--- src/rtl/i2s_rec_if.sv ---
// Wishbone write port used by the I2S recorder to reach the shared SRAM.
// The recorder is the master; the SRAM arbiter is the slave.
interface i2s_rec_if #(
    parameter int ADDR_W = 19
);
    logic              wb_cyc_o;
    logic              wb_we_o;
    logic [ADDR_W-1:0] wb_adr_o;
    logic [7:0]        wb_dat_o;
    logic              wb_ack_i;

    modport master (
        output wb_cyc_o,
        output wb_we_o,
        output wb_adr_o,
        output wb_dat_o,
        input  wb_ack_i
    );

    modport slave (
        input  wb_cyc_o,
        input  wb_we_o,
        input  wb_adr_o,
        input  wb_dat_o,
        output wb_ack_i
    );
endinterface

--- src/rtl/i2s_rec.sv ---
// I2S slave receiver that records stereo frames into SRAM as four
// little-endian bytes (L lo, L hi, R lo, R hi) over a Wishbone write port.
module i2s_rec #(
    parameter int SAMPLE_W   = 16,
    parameter int ADDR_W     = 19,
    parameter int START_ADDR = 44
) (
    input  logic              clk_i,
    input  logic              rst_i,
    input  logic              enable_i,
    input  logic              bclk_i,
    input  logic              wclk_i,
    input  logic              din_i,
    input  logic [ADDR_W-1:0] end_addr_i,
    i2s_rec_if.master         wb,
    output logic [ADDR_W-1:0] addr_o,
    output logic              busy_o,
    output logic              full_o,
    output logic              overrun_o
);
    localparam int                CNT_W   = $clog2(SAMPLE_W + 1);
    localparam logic [CNT_W-1:0]  CNT_MAX = CNT_W'(SAMPLE_W);
    localparam logic [ADDR_W-1:0] START_A = ADDR_W'(START_ADDR);

    typedef enum logic [1:0] {
        ST_IDLE,
        ST_REQ,
        ST_GAP
    } state_t;

    // ---------------- input synchronizers ----------------
    logic [2:0] w_async_in;
    logic [2:0] w_sync;
    assign w_async_in = {din_i, wclk_i, bclk_i};

    genvar gi;
    generate
        for (gi = 0; gi < 3; gi++) begin : g_sync
            logic r_s1;
            logic r_s2;
            always_ff @(posedge clk_i or posedge rst_i) begin
                if (rst_i) begin
                    r_s1 <= 1'b0;
                    r_s2 <= 1'b0;
                end else begin
                    r_s1 <= w_async_in[gi];
                    r_s2 <= r_s1;
                end
            end
            assign w_sync[gi] = r_s2;
        end
    endgenerate

    logic r_bclk_d;
    logic w_bedge;
    logic w_ws;
    logic w_d;

    always_ff @(posedge clk_i or posedge rst_i) begin
        if (rst_i) r_bclk_d <= 1'b0;
        else       r_bclk_d <= w_sync[0];
    end

    assign w_bedge = w_sync[0] & ~r_bclk_d;
    assign w_ws    = w_sync[1];
    assign w_d     = w_sync[2];

    // ---------------- deserializer ----------------
    logic [SAMPLE_W-1:0] r_shift;
    logic [SAMPLE_W-1:0] r_left;
    logic [SAMPLE_W-1:0] r_right;
    logic [CNT_W-1:0]    r_cnt;
    logic                r_ws_d;
    logic                r_word_ok;
    logic                r_left_ok;
    logic                r_frame_rdy;
    logic                r_armed;
    logic [SAMPLE_W-1:0] w_shift_in;

    // Bits past SAMPLE_W are dropped; the change edge still carries the LSB of
    // a word that is exactly SAMPLE_W long.
    assign w_shift_in = (r_cnt < CNT_MAX) ? {r_shift[SAMPLE_W-2:0], w_d} : r_shift;

    always_ff @(posedge clk_i or posedge rst_i) begin
        if (rst_i) begin
            r_shift     <= '0;
            r_left      <= '0;
            r_right     <= '0;
            r_cnt       <= '0;
            r_ws_d      <= 1'b0;
            r_word_ok   <= 1'b0;
            r_left_ok   <= 1'b0;
            r_frame_rdy <= 1'b0;
        end else begin
            r_frame_rdy <= 1'b0;
            if (!r_armed) begin
                r_word_ok <= 1'b0;
                r_left_ok <= 1'b0;
            end
            if (w_bedge) begin
                r_ws_d <= w_ws;
                if (w_ws != r_ws_d) begin
                    r_shift   <= w_shift_in;
                    r_cnt     <= '0;
                    r_word_ok <= r_armed;
                    if (r_ws_d) begin
                        r_right   <= w_shift_in;
                        r_left_ok <= 1'b0;
                        if (r_word_ok && r_armed && r_left_ok)
                            r_frame_rdy <= 1'b1;
                    end else begin
                        r_left    <= w_shift_in;
                        r_left_ok <= r_word_ok && r_armed;
                    end
                end else if (r_cnt < CNT_MAX) begin
                    r_shift <= w_shift_in;
                    r_cnt   <= r_cnt + 1'b1;
                end
            end
        end
    end

    // ---------------- write FSM and control ----------------
    state_t            r_state, w_state_next;
    logic [1:0]        r_idx, w_idx_next;
    logic [ADDR_W-1:0] r_addr, w_addr_next;
    logic [31:0]       r_hold, w_hold_next;
    logic              r_full, w_full_next;
    logic              r_overrun, w_overrun_next;
    logic              w_armed_next;
    logic              r_en_d;
    logic              w_fits;
    logic [7:0]        w_byte;
    logic [15:0]       w_l16;
    logic [15:0]       w_r16;

    assign w_l16  = 16'(r_left);
    assign w_r16  = 16'(r_right);
    // Widened by one bit so a frame near the top of memory cannot wrap past the check.
    assign w_fits = ({1'b0, r_addr} + (ADDR_W+1)'(3)) <= {1'b0, end_addr_i};

    always_ff @(posedge clk_i or posedge rst_i) begin
        if (rst_i) begin
            r_state   <= ST_IDLE;
            r_idx     <= 2'd0;
            r_addr    <= START_A;
            r_hold    <= '0;
            r_full    <= 1'b0;
            r_overrun <= 1'b0;
            r_armed   <= 1'b0;
            r_en_d    <= 1'b0;
        end else begin
            r_state   <= w_state_next;
            r_idx     <= w_idx_next;
            r_addr    <= w_addr_next;
            r_hold    <= w_hold_next;
            r_full    <= w_full_next;
            r_overrun <= w_overrun_next;
            r_armed   <= w_armed_next;
            r_en_d    <= enable_i;
        end
    end

    always_comb begin
        w_state_next   = r_state;
        w_idx_next     = r_idx;
        w_addr_next    = r_addr;
        w_hold_next    = r_hold;
        w_full_next    = r_full;
        w_overrun_next = r_overrun;
        w_armed_next   = r_armed;

        case (r_state)
            ST_IDLE: begin
                if (r_frame_rdy) begin
                    if (w_fits) begin
                        w_state_next = ST_REQ;
                        w_idx_next   = 2'd0;
                        w_hold_next  = {w_r16, w_l16};
                    end else begin
                        w_full_next  = 1'b1;
                        w_armed_next = 1'b0;
                    end
                end
            end
            ST_REQ: begin
                if (wb.wb_ack_i) w_state_next = ST_GAP;
            end
            ST_GAP: begin
                w_addr_next = r_addr + 1'b1;
                if (r_idx == 2'd3) begin
                    w_state_next = ST_IDLE;
                end else begin
                    w_idx_next   = r_idx + 2'd1;
                    w_state_next = ST_REQ;
                end
            end
            default: w_state_next = ST_IDLE;
        endcase

        // A write in flight is never abandoned; the newer frame is the one lost.
        if (r_frame_rdy && (r_state != ST_IDLE)) w_overrun_next = 1'b1;

        if (!enable_i && r_en_d) w_armed_next = 1'b0;

        if (enable_i && !r_en_d) begin
            w_armed_next   = 1'b1;
            w_addr_next    = START_A;
            w_full_next    = 1'b0;
            w_overrun_next = 1'b0;
        end
    end

    always_comb begin
        case (r_idx)
            2'd0:    w_byte = r_hold[7:0];
            2'd1:    w_byte = r_hold[15:8];
            2'd2:    w_byte = r_hold[23:16];
            default: w_byte = r_hold[31:24];
        endcase
    end

    assign wb.wb_cyc_o = (r_state == ST_REQ);
    assign wb.wb_we_o  = (r_state == ST_REQ);
    assign wb.wb_adr_o = (r_state == ST_REQ) ? r_addr : '0;
    assign wb.wb_dat_o = (r_state == ST_REQ) ? w_byte : 8'd0;

    assign addr_o    = r_addr;
    assign busy_o    = r_armed | (r_state != ST_IDLE);
    assign full_o    = r_full;
    assign overrun_o = r_overrun;
endmodule

--- src/flat_wrapper.sv ---
// flat-port wrapper written by rule: the top's interface ports become plain ports
module i2s_rec_flat 
#(
    parameter int SAMPLE_W   = 16,
    parameter int ADDR_W     = 19,
    parameter int START_ADDR = 44
)
  (clk_i, rst_i, enable_i, bclk_i, wclk_i, din_i, end_addr_i, addr_o, busy_o, full_o, overrun_o, wb_wb_cyc_o, wb_wb_we_o, wb_wb_adr_o, wb_wb_dat_o, wb_wb_ack_i);
  i2s_rec_if #(.ADDR_W(ADDR_W)) wb_i ();
  input  logic clk_i;
  input  logic rst_i;
  input  logic enable_i;
  input  logic bclk_i;
  input  logic wclk_i;
  input  logic din_i;
  input  logic [ADDR_W-1:0] end_addr_i;
  output logic [ADDR_W-1:0] addr_o;
  output logic busy_o;
  output logic full_o;
  output logic overrun_o;
  output wire logic [$bits(wb_i.wb_cyc_o)-1:0] wb_wb_cyc_o;
  output wire logic [$bits(wb_i.wb_we_o)-1:0] wb_wb_we_o;
  output wire logic [$bits(wb_i.wb_adr_o)-1:0] wb_wb_adr_o;
  output wire logic [$bits(wb_i.wb_dat_o)-1:0] wb_wb_dat_o;
  input wire logic [$bits(wb_i.wb_ack_i)-1:0] wb_wb_ack_i;
  assign wb_wb_cyc_o = wb_i.wb_cyc_o;
  assign wb_wb_we_o = wb_i.wb_we_o;
  assign wb_wb_adr_o = wb_i.wb_adr_o;
  assign wb_wb_dat_o = wb_i.wb_dat_o;
  assign wb_i.wb_ack_i = wb_wb_ack_i;
  i2s_rec #(.SAMPLE_W(SAMPLE_W), .ADDR_W(ADDR_W), .START_ADDR(START_ADDR)) u_core (.clk_i(clk_i), .rst_i(rst_i), .enable_i(enable_i), .bclk_i(bclk_i), .wclk_i(wclk_i), .din_i(din_i), .end_addr_i(end_addr_i), .wb(wb_i), .addr_o(addr_o), .busy_o(busy_o), .full_o(full_o), .overrun_o(overrun_o));
endmodule
--- config.mk ---
export PLATFORM = sky130hd
export DESIGN_NAME = i2s_rec_flat
export DESIGN_NICKNAME = d
export VERILOG_FILES = /design/src/rtl/i2s_rec_if.sv /design/src/rtl/i2s_rec.sv /design/src/flat_wrapper.sv
export SDC_FILE = /design/constraint.sdc
export NUM_CORES = 1
export LEC_CHECK = 0
export CAP_MARGIN = 30
export CORE_MARGIN = 4
export CORE_UTILIZATION = 40
export DETAILED_ROUTE_END_ITERATION = 8
export REMOVE_ABC_BUFFERS = 1
export SLEW_MARGIN = 20
export SYNTH_ARGS = -nofsm -noshare
export SYNTH_HDL_FRONTEND = slang
export SYNTH_SLANG_ARGS = --single-unit
--- constraint.sdc ---
create_clock -name clk_i -period 6.4 [get_ports clk_i]
set_clock_uncertainty 0.2 [all_clocks]
set_input_delay 1.92 -clock clk_i [delete_from_list [all_inputs] [get_ports clk_i]]
set_output_delay 1.92 -clock clk_i [all_outputs]
set_load 0.005 [all_outputs]
==> impl_metrics.csv, run 1 <==
group,metric,value,unit
sta,hold_viol_final,0,
setup_path,worstPathCellList,"nand2b_1 > inv_1 > and2_1 > clkdlybuf4s50_1",
setup_path,slowest_delay,570,ps
grt,overflow,0,
sta,final.period_utilization,72.7,%
job,max_cap_viol_count,0,
placed_design,detailed_place_hpwl,9470,µm
grt,gr-usage-met1,20.7,%
cts,clkSinkCount,123,
cts,cts-root-buf,"sky130_fd_sc_hd__clkbuf_16",
grt,number_of_global_route_vias_before_repair,4492,
cts,cts_hold_buf,0,
cts,cts-resized-gates,0,
die,start_util,41.1,%
yosys,post_synth_instance_area,6300,µm²
layout,layout-drive-gt1-share,14.6,%
placed_design,gp_congestion,0.835,
layout,layout_common_cells,"sky130_fd_sc_hd__dfrtp_1 (120), sky130_fd_sc_hd__clkdlybuf4s50_1 (76), sky130_fd_sc_hd__nand2_1 (61)",
sta,worst_slew_pin_slew,931,ps
sta,timing.fmax,215,MHz
grt,gr-usage-met3,3.25,%
detailed_routing,drt_first_iter_violations,284,
setup_path,critical_path.slowest_cell,"sky130_fd_sc_hd__inv_1",
detailed_routing,drt-vias-per-instance,4.97,
sta,min_period,4650,ps
die,row_count,45,
cts,cts_max_path_buffers,2,
power_and_ir_drop,leakage,3.59,nW
detailed_routing,remaining_drc_errors,0,
setup_path,timing.critical_path.from_type,"flip-flop",
grt,global_route_wire_length_before_repair,22400,µm
setup_path,worstPathMaxFanout,20,
layout,antenna-diode-count,0,
run_status,run_status,"completed",
cts,tritoncts.num_buffers,17,
layout,syn_to_final_growth,23.8,%
die,die_outline_area,17800,µm²
yosys,synth-seq-cells,123,
grt,global_route.usage.total,15.5,%
die,die_width,134,µm
layout,layoutNonFillerInstCount,882,
layout,fin_nets,714,
setup_path,critPathKind,"reg -> out",
detailed_routing,detail_route.wirelength,13200,µm
yosys,synth_cells,589,
sta,timing.setup.tns,0,ps
layout,fillCellCount,1412,
setup_path,cp_data_arrival_time,2530,ps
die,placeableCoreArea,15300,µm²
detailed_routing,vias,4387,
cts,clkTransAtPathRegs,50,ps
detailed_routing,detail-route-antenna-nets,0,
cts,h-tree-depth,4,
layout,mostFrequentLayoutCell,"sky130_fd_sc_hd__dfrtp_1",
cts,post_cts.repair.setup_buffers,0,
yosys,yosys.cell_types.count,50,
placed_design,buffer_ports.inserted,76,
yosys,ys_warnings,0,
placed_design,numPlacedInstances,848,
grt,gr-usage-met2,25.3,%
yosys,synth.avg_cell_area,10.7,µm²
grt,gr_peak_layer,"met2",
cts,clock_insertion_delay_worst_skew,400,ps
sta,max_slew_margin,37.9,%
detailed_routing,wire_per_inst,14.9,µm
grt,pin_count_of_the_biggest_net_entering_global_routing,68,
sta,setup-violations-final,0,
die,floorplan.io_pins,77,
detailed_routing,drt-pass1-iter-count,5,
grt,grt_antenna_before_repair,0,
power_and_ir_drop,powerDensity,291,nW/µm²
yosys,share_of_synthesized_area_occupied_by_flip_flops_and_latches,48.9,%
die,fp.dieH,134,µm
sta,rsz0062_at_grt,"no",
setup_path,crit_path_end_kind,"primary output",
setup_path,worstPathRequired,4280,ps
min_path,timing.hold.worst.class,"reg -> reg",
cts,tritoncts_clock_tree,"built",
power_and_ir_drop,peakVddDrop,0.185,mV
sta,maxSlewViolCount,0,
[path summary, 6_finish.rpt]
kind	from	endpoint	slack, ps	cells after the start
min in group asynchronous	rst_i	u_core.addr_o[15]	1580	2
worst max-delay path	u_core.r_state[1]	wb_wb_adr_o[3]	1750	4
max in group asynchronous	rst_i	u_core.addr_o[5]	3420	4
worst max register to register	u_core.addr_o[0]	u_core.r_hold[4]	2080	14
worst min register to register	u_core.g_sync[2].r_s1	u_core.g_sync[2].r_s2	150	0
worst min-delay path	u_core.g_sync[2].r_s1	u_core.g_sync[2].r_s2	150	0
[layer usage]
metal | wire [µm] | share of wire, %
met1 | 6220 | 47
met2 | 6420 | 49
met3 | 503 | 3.8
met4 | 46 | 0.35
met5 | 0 | 0
[power breakdown]
group	internal (W)	total [W]	switching [W]
Clock	0.000598	0.000915	0.000317
Combinational	0.000157	0.000345	0.000188
Sequential	0.000909	0.00101	0.0000990
[cells in the mapped netlist (all sizes together)]
master / n / area, µm²
a31oi: 2 / 12.5
nand4: 9 / 62.6
or2: 1 / 8.76
o21ai: 47 / 239
or3: 7 / 43.8
xnor2: 11 / 96.3
o211ai: 3 / 22.5
a2111o: 1 / 11.3
mux2: 49 / 653
clkbuf: 17 / 63.8
o22ai: 1 / 6.26
a21o: 2 / 15.0
o21a: 1 / 7.51
nor3b: 2 / 15.0
nor4: 1 / 6.26
nand2b: 3 / 18.8
a21boi: 1 / 7.51
o31ai: 2 / 15.0
nor2b: 5 / 31.3
o2111ai: 1 / 15.0
dfstp: 3 / 78.8
dfrtp: 120 / 3000
a211oi: 1 / 12.5
a41oi: 1 / 8.76
nand3: 13 / 90.1
a22o: 2 / 17.5
and2: 21 / 131
a222oi: 8 / 80.1
nand2: 62 / 235
inv: 33 / 124
nor2: 49 / 194
nor3: 5 / 25.0
a21oi: 23 / 115
ha: 29 / 363
nand4b: 1 / 8.76
and3: 2 / 12.5
mux2i: 16 / 160
and4: 2 / 17.5
buf: 15 / 124
xor2: 17 / 149
[per-stage QoR]
stage / worst slack [ps] / hold WS, ps / utilization [%] / area (µm²) / total power [W]
after floorplan: 1010 / 131 / - / 6110 / 0.00122
after global placement: 1470 / 135 / 46.8 / 7170 / 0.00135
after detailed placement: 1400 / 135 / 46.8 / 7170 / 0.00137
after CTS: 1740 / 147 / 50.5 / 7740 / 0.00229
after global routing: 1570 / 161 / 50.9 / 7800 / 0.00240
final: 1750 / 146 / 50.9 / 7800 / 0.00227
[registers in the layout, indices dropped and copies added (netlist names)]
| signal | flops |
|---|---|
| u_core.r_frame_rdy | 1 |
| u_core.g_sync.r_s1 | 3 |
| u_core.r_bclk_d | 1 |
| u_core.r_right | 16 |
| u_core.r_shift | 16 |
| u_core.r_cnt | 5 |
| u_core.overrun_o | 1 |
| u_core.r_armed | 1 |
| u_core.r_left_ok | 1 |
| u_core.r_idx | 2 |
| u_core.r_hold | 32 |
| u_core.full_o | 1 |
| u_core.r_left | 16 |
| u_core.addr_o | 19 |
| u_core.r_en_d | 1 |
| u_core.g_sync.r_s2 | 3 |
| u_core.r_ws_d | 1 |
| u_core.r_word_ok | 1 |
| u_core.r_state | 2 |
[cell families after synthesis]
family | Yosys count | synth area share, %
xor+xnor | 28 | 3.89
mux | 65 | 12.9
flops | 123 | 48.9
fa+ha+maj | 29 | 5.76
compound gates | 96 | 9.29
simple gates | 183 | 14.3
buf+inv | 65 | 4.94
[cell type report]
cell class,instances,area [µm²],share of cell area (%)
Sequential cell,123,3080,39.5
Multi-Input combinational cell,401,2910,37.3
Timing Repair Buffer,83,848,10.9
Clock buffer,23,478,6.13
Tap cell,211,264,3.39
Inverter,33,126,1.62
Clock inverter,8,92.6,1.19
[critical path, delay by kind of cell, from the launching register on]
kind | cells | cell delay [ps]
DFF | 1 | 420
buffers and inverters | 2 | 1080
and+or+nand+nor | 2 | 640
Power figures use the tool's default switching activity.
==> run 2, diff against run 1 <==
==> constraint.sdc (replaced) <==
create_clock -name clk_i -period 4.8 [get_ports clk_i]
set_clock_uncertainty 0.2 [all_clocks]
set_input_delay 1.44 -clock clk_i [delete_from_list [all_inputs] [get_ports clk_i]]
set_output_delay 1.44 -clock clk_i [all_outputs]
set_load 0.005 [all_outputs]
==> impl_metrics.csv, run 2 (synthesis gave the netlist of run 1 again) <==
group,metric,value,unit
sta,hold_viol_final,0,
sta,setup-violations-final,0,
grt,global_route.usage.total,15.5,%
cts,cts-resized-gates,0,
setup_path,crit_path_end_kind,"flip-flop",
cts,cts_max_path_buffers,2,
setup_path,critPathKind,"reg -> reg",
die,placeableCoreArea,15300,µm²
power_and_ir_drop,swShare,27.5,%
die,row_count,45,
layout,layout_common_cells,"sky130_fd_sc_hd__dfrtp_1 (120), sky130_fd_sc_hd__clkdlybuf4s50_1 (76), sky130_fd_sc_hd__nand2_1 (61)",
cts,tritoncts.num_buffers,17,
detailed_routing,detail-route-antenna-nets,0,
sta,min_period,4260,ps
cts,clock_insertion_delay_worst_skew,420,ps
placed_design,buffer_ports.inserted,76,
cts,tritoncts_clock_tree,"built",
layout,final_area,7840,µm²
detailed_routing,detail_route.wirelength,13500,µm
layout,layout.core_utilization,51.2,%
grt,grt_antenna_before_repair,0,
setup_path,timing.critical_path.from_type,"flip-flop",
min_path,timing.hold.worst.class,"reg -> reg",
power_and_ir_drop,clock_power_share,41.7,%
layout,layoutNonFillerInstCount,886,
setup_path,cp_data_arrival_time,4350,ps
setup_path,worstPathMaxFanout,18,
layout,mostFrequentLayoutCell,"sky130_fd_sc_hd__dfrtp_1",
detailed_routing,remaining_drc_errors,0,
setup_path,ff2ff_path_depth,15,
power_and_ir_drop,seqPwrFrac,43.4,%
setup_path,worstReg2RegStart,"u_core.addr_o[0]",
sta,worst_slew_pin_slew,658,ps
setup_path,r2r-end,"u_core.r_hold[8]",
sta,maxSlewViolCount,0,
cts,cts-root-buf,"sky130_fd_sc_hd__clkbuf_16",
detailed_routing,drt-vias-per-instance,4.97,
sta,timing.fmax,235,MHz
cts,clkSinkCount,123,
die,fp.dieH,134,µm
grt,number_of_global_route_vias_before_repair,4390,
power_and_ir_drop,powerDensity,396,nW/µm²
cts,clkTransAtPathRegs,60,ps
detailed_routing,drt-pass1-iter-count,5,
placed_design,dpl_cell_area,7200,µm²
cts,post_cts.repair.setup_buffers,0,
placed_design,numPlacedInstances,852,
layout,layout-drive-gt1-share,15.4,%
power_and_ir_drop,internal_power,0.00225,W
min_path,min_from,"u_core.g_sync[2].r_s1",
die,die_width,134,µm
cts,cts_hold_buf,0,
detailed_routing,wire_per_inst,15.3,µm
run_status,run_status,"completed",
power_and_ir_drop,peakVddDrop,0.186,mV
detailed_routing,vias,4406,
die,floorplan.io_pins,77,
grt,global_route_wire_length_before_repair,22200,µm
min_path,min_path_cells,0,
layout,antenna-diode-count,0,
job,max_cap_viol_count,0,
sta,final.period_utilization,88.8,%
grt,pin_count_of_the_biggest_net_entering_global_routing,42,
layout,register_containing_the_most_flip_flops_in_the_final_layout,"u_core.r_hold",
placed_design,gp_congestion,0.852,
sta,max_slew_margin,56.0,%
setup_path,worstPathRequired,4890,ps
die,die_outline_area,17800,µm²
sta,whs,148,ps
layout,fin_nets,717,
power_and_ir_drop,comb_power_share,14.8,%
layout,syn_to_final_growth,24.4,%
detailed_routing,drt_first_iter_violations,283,
placed_design,detailed_place_hpwl,9860,µm
power_and_ir_drop,power.net_switching,0.000856,W
sta,rsz0062_at_grt,"no",
min_path,min_delay_worst_endpoint,"u_core.g_sync[2].r_s2",
cts,h-tree-depth,4,
grt,overflow,0,
layout,largest_reg_flops,32,
setup_path,regToRegSetupSlack,540,ps
power_and_ir_drop,leakage,3.61,nW
die,start_util,41.1,%
-- run 2: cell types whose count changed in the layout (fill, tap and decap cells not counted), moves of 2 or more --
cell	before	now
sky130_fd_sc_hd__buf_4	4	8
sky130_fd_sc_hd__clkinv_4	0	4
sky130_fd_sc_hd__clkinv_2	5	2
sky130_fd_sc_hd__clkbuf_1	3	1
sky130_fd_sc_hd__clkbuf_8	3	1
sky130_fd_sc_hd__inv_6	0	2
-- run 2: final cells by class --
cell class / instances / area, µm²
clock buffers: 19 / 443
clock inverters: 13 / 168
fillers: 1391 / 7470
inverters: 33 / 126
multi-input cells: 401 / 2910
flip-flops and latches: 123 / 3080
well taps: 211 / 264
repair buffers: 86 / 851
-- run 2: worst max path at each step --
stage | from | to | slack, ps
final | u_core.addr_o[0] | u_core.r_hold[8] | 540
after global routing | u_core.addr_o[0] | u_core.r_hold[8] | 240
after CTS | u_core.addr_o[0] | u_core.r_hold[8] | 490
after detailed placement | end_addr_i[1] | u_core.r_hold[10] | 300
after global placement | end_addr_i[1] | u_core.r_hold[25] | 370
after floorplan | rst_i | u_core.addr_o[0] | -110
-- run 2: layer usage --
layer	vias to the layer above	share of wire (%)	GRT usage [%]
li1	2176	-	-
met1	2117	47	20.2
met2	95	48	25.5
met3	18	3.8	3.55
met4	0	1.5	5.60
met5	-	0	0
-- run 2: worst max-delay path, stage by stage, from the launching register on --
cell	delay [ps]
sky130_fd_sc_hd__dfrtp_1	520
sky130_fd_sc_hd__inv_1	100
sky130_fd_sc_hd__ha_1	300
sky130_fd_sc_hd__nor3_1	440
sky130_fd_sc_hd__nand2_1	150
sky130_fd_sc_hd__nor2_1	140
sky130_fd_sc_hd__xor2_1	160
sky130_fd_sc_hd__ha_1	270
sky130_fd_sc_hd__nand3_1	130
sky130_fd_sc_hd__nor2_1	80
sky130_fd_sc_hd__a211oi_2	180
sky130_fd_sc_hd__o31ai_1	140
sky130_fd_sc_hd__o21ai_2	300
sky130_fd_sc_hd__nand3_4	340
sky130_fd_sc_hd__buf_4	370
sky130_fd_sc_hd__mux2_4	320
-- run 2: power by group through the flow --
stage / Clock [W] / Sequential, W / Combinational [W]
3_3_place_gp: 0 / 0.00136 / 0.000447
6_report: 0.00130 / 0.00135 / 0.000460
2_1_floorplan: 0 / 0.00132 / 0.000314
4_1_cts: 0.00132 / 0.00135 / 0.000467
3_5_place_dp: 0 / 0.00137 / 0.000463
5_1_grt: 0.00137 / 0.00138 / 0.000528
-- run 2: through the flow --
stage	power [W]	worst slack (ps)	TNS, ps
6_report	0.00311	539	0
5_1_grt	0.00328	240	0
4_1_cts	0.00313	495	0
3_5_place_dp	0.00183	302	0
3_3_place_gp	0.00180	369	0
2_1_floorplan	0.00163	-106	-12710
==> run 3, diff against run 2 <==
--- a/config.mk
+++ b/config.mk
@@ -5,6 +5,7 @@
 export SDC_FILE = /design/constraint.sdc
 export NUM_CORES = 1
 export LEC_CHECK = 0
+export ABC_CLOCK_PERIOD_IN_PS = 4800
 export CAP_MARGIN = 30
 export CORE_MARGIN = 4
 export CORE_UTILIZATION = 40
==> results of run 3 <==
Same layout as run 2: the final DEF is identical, and so are final timing and power.
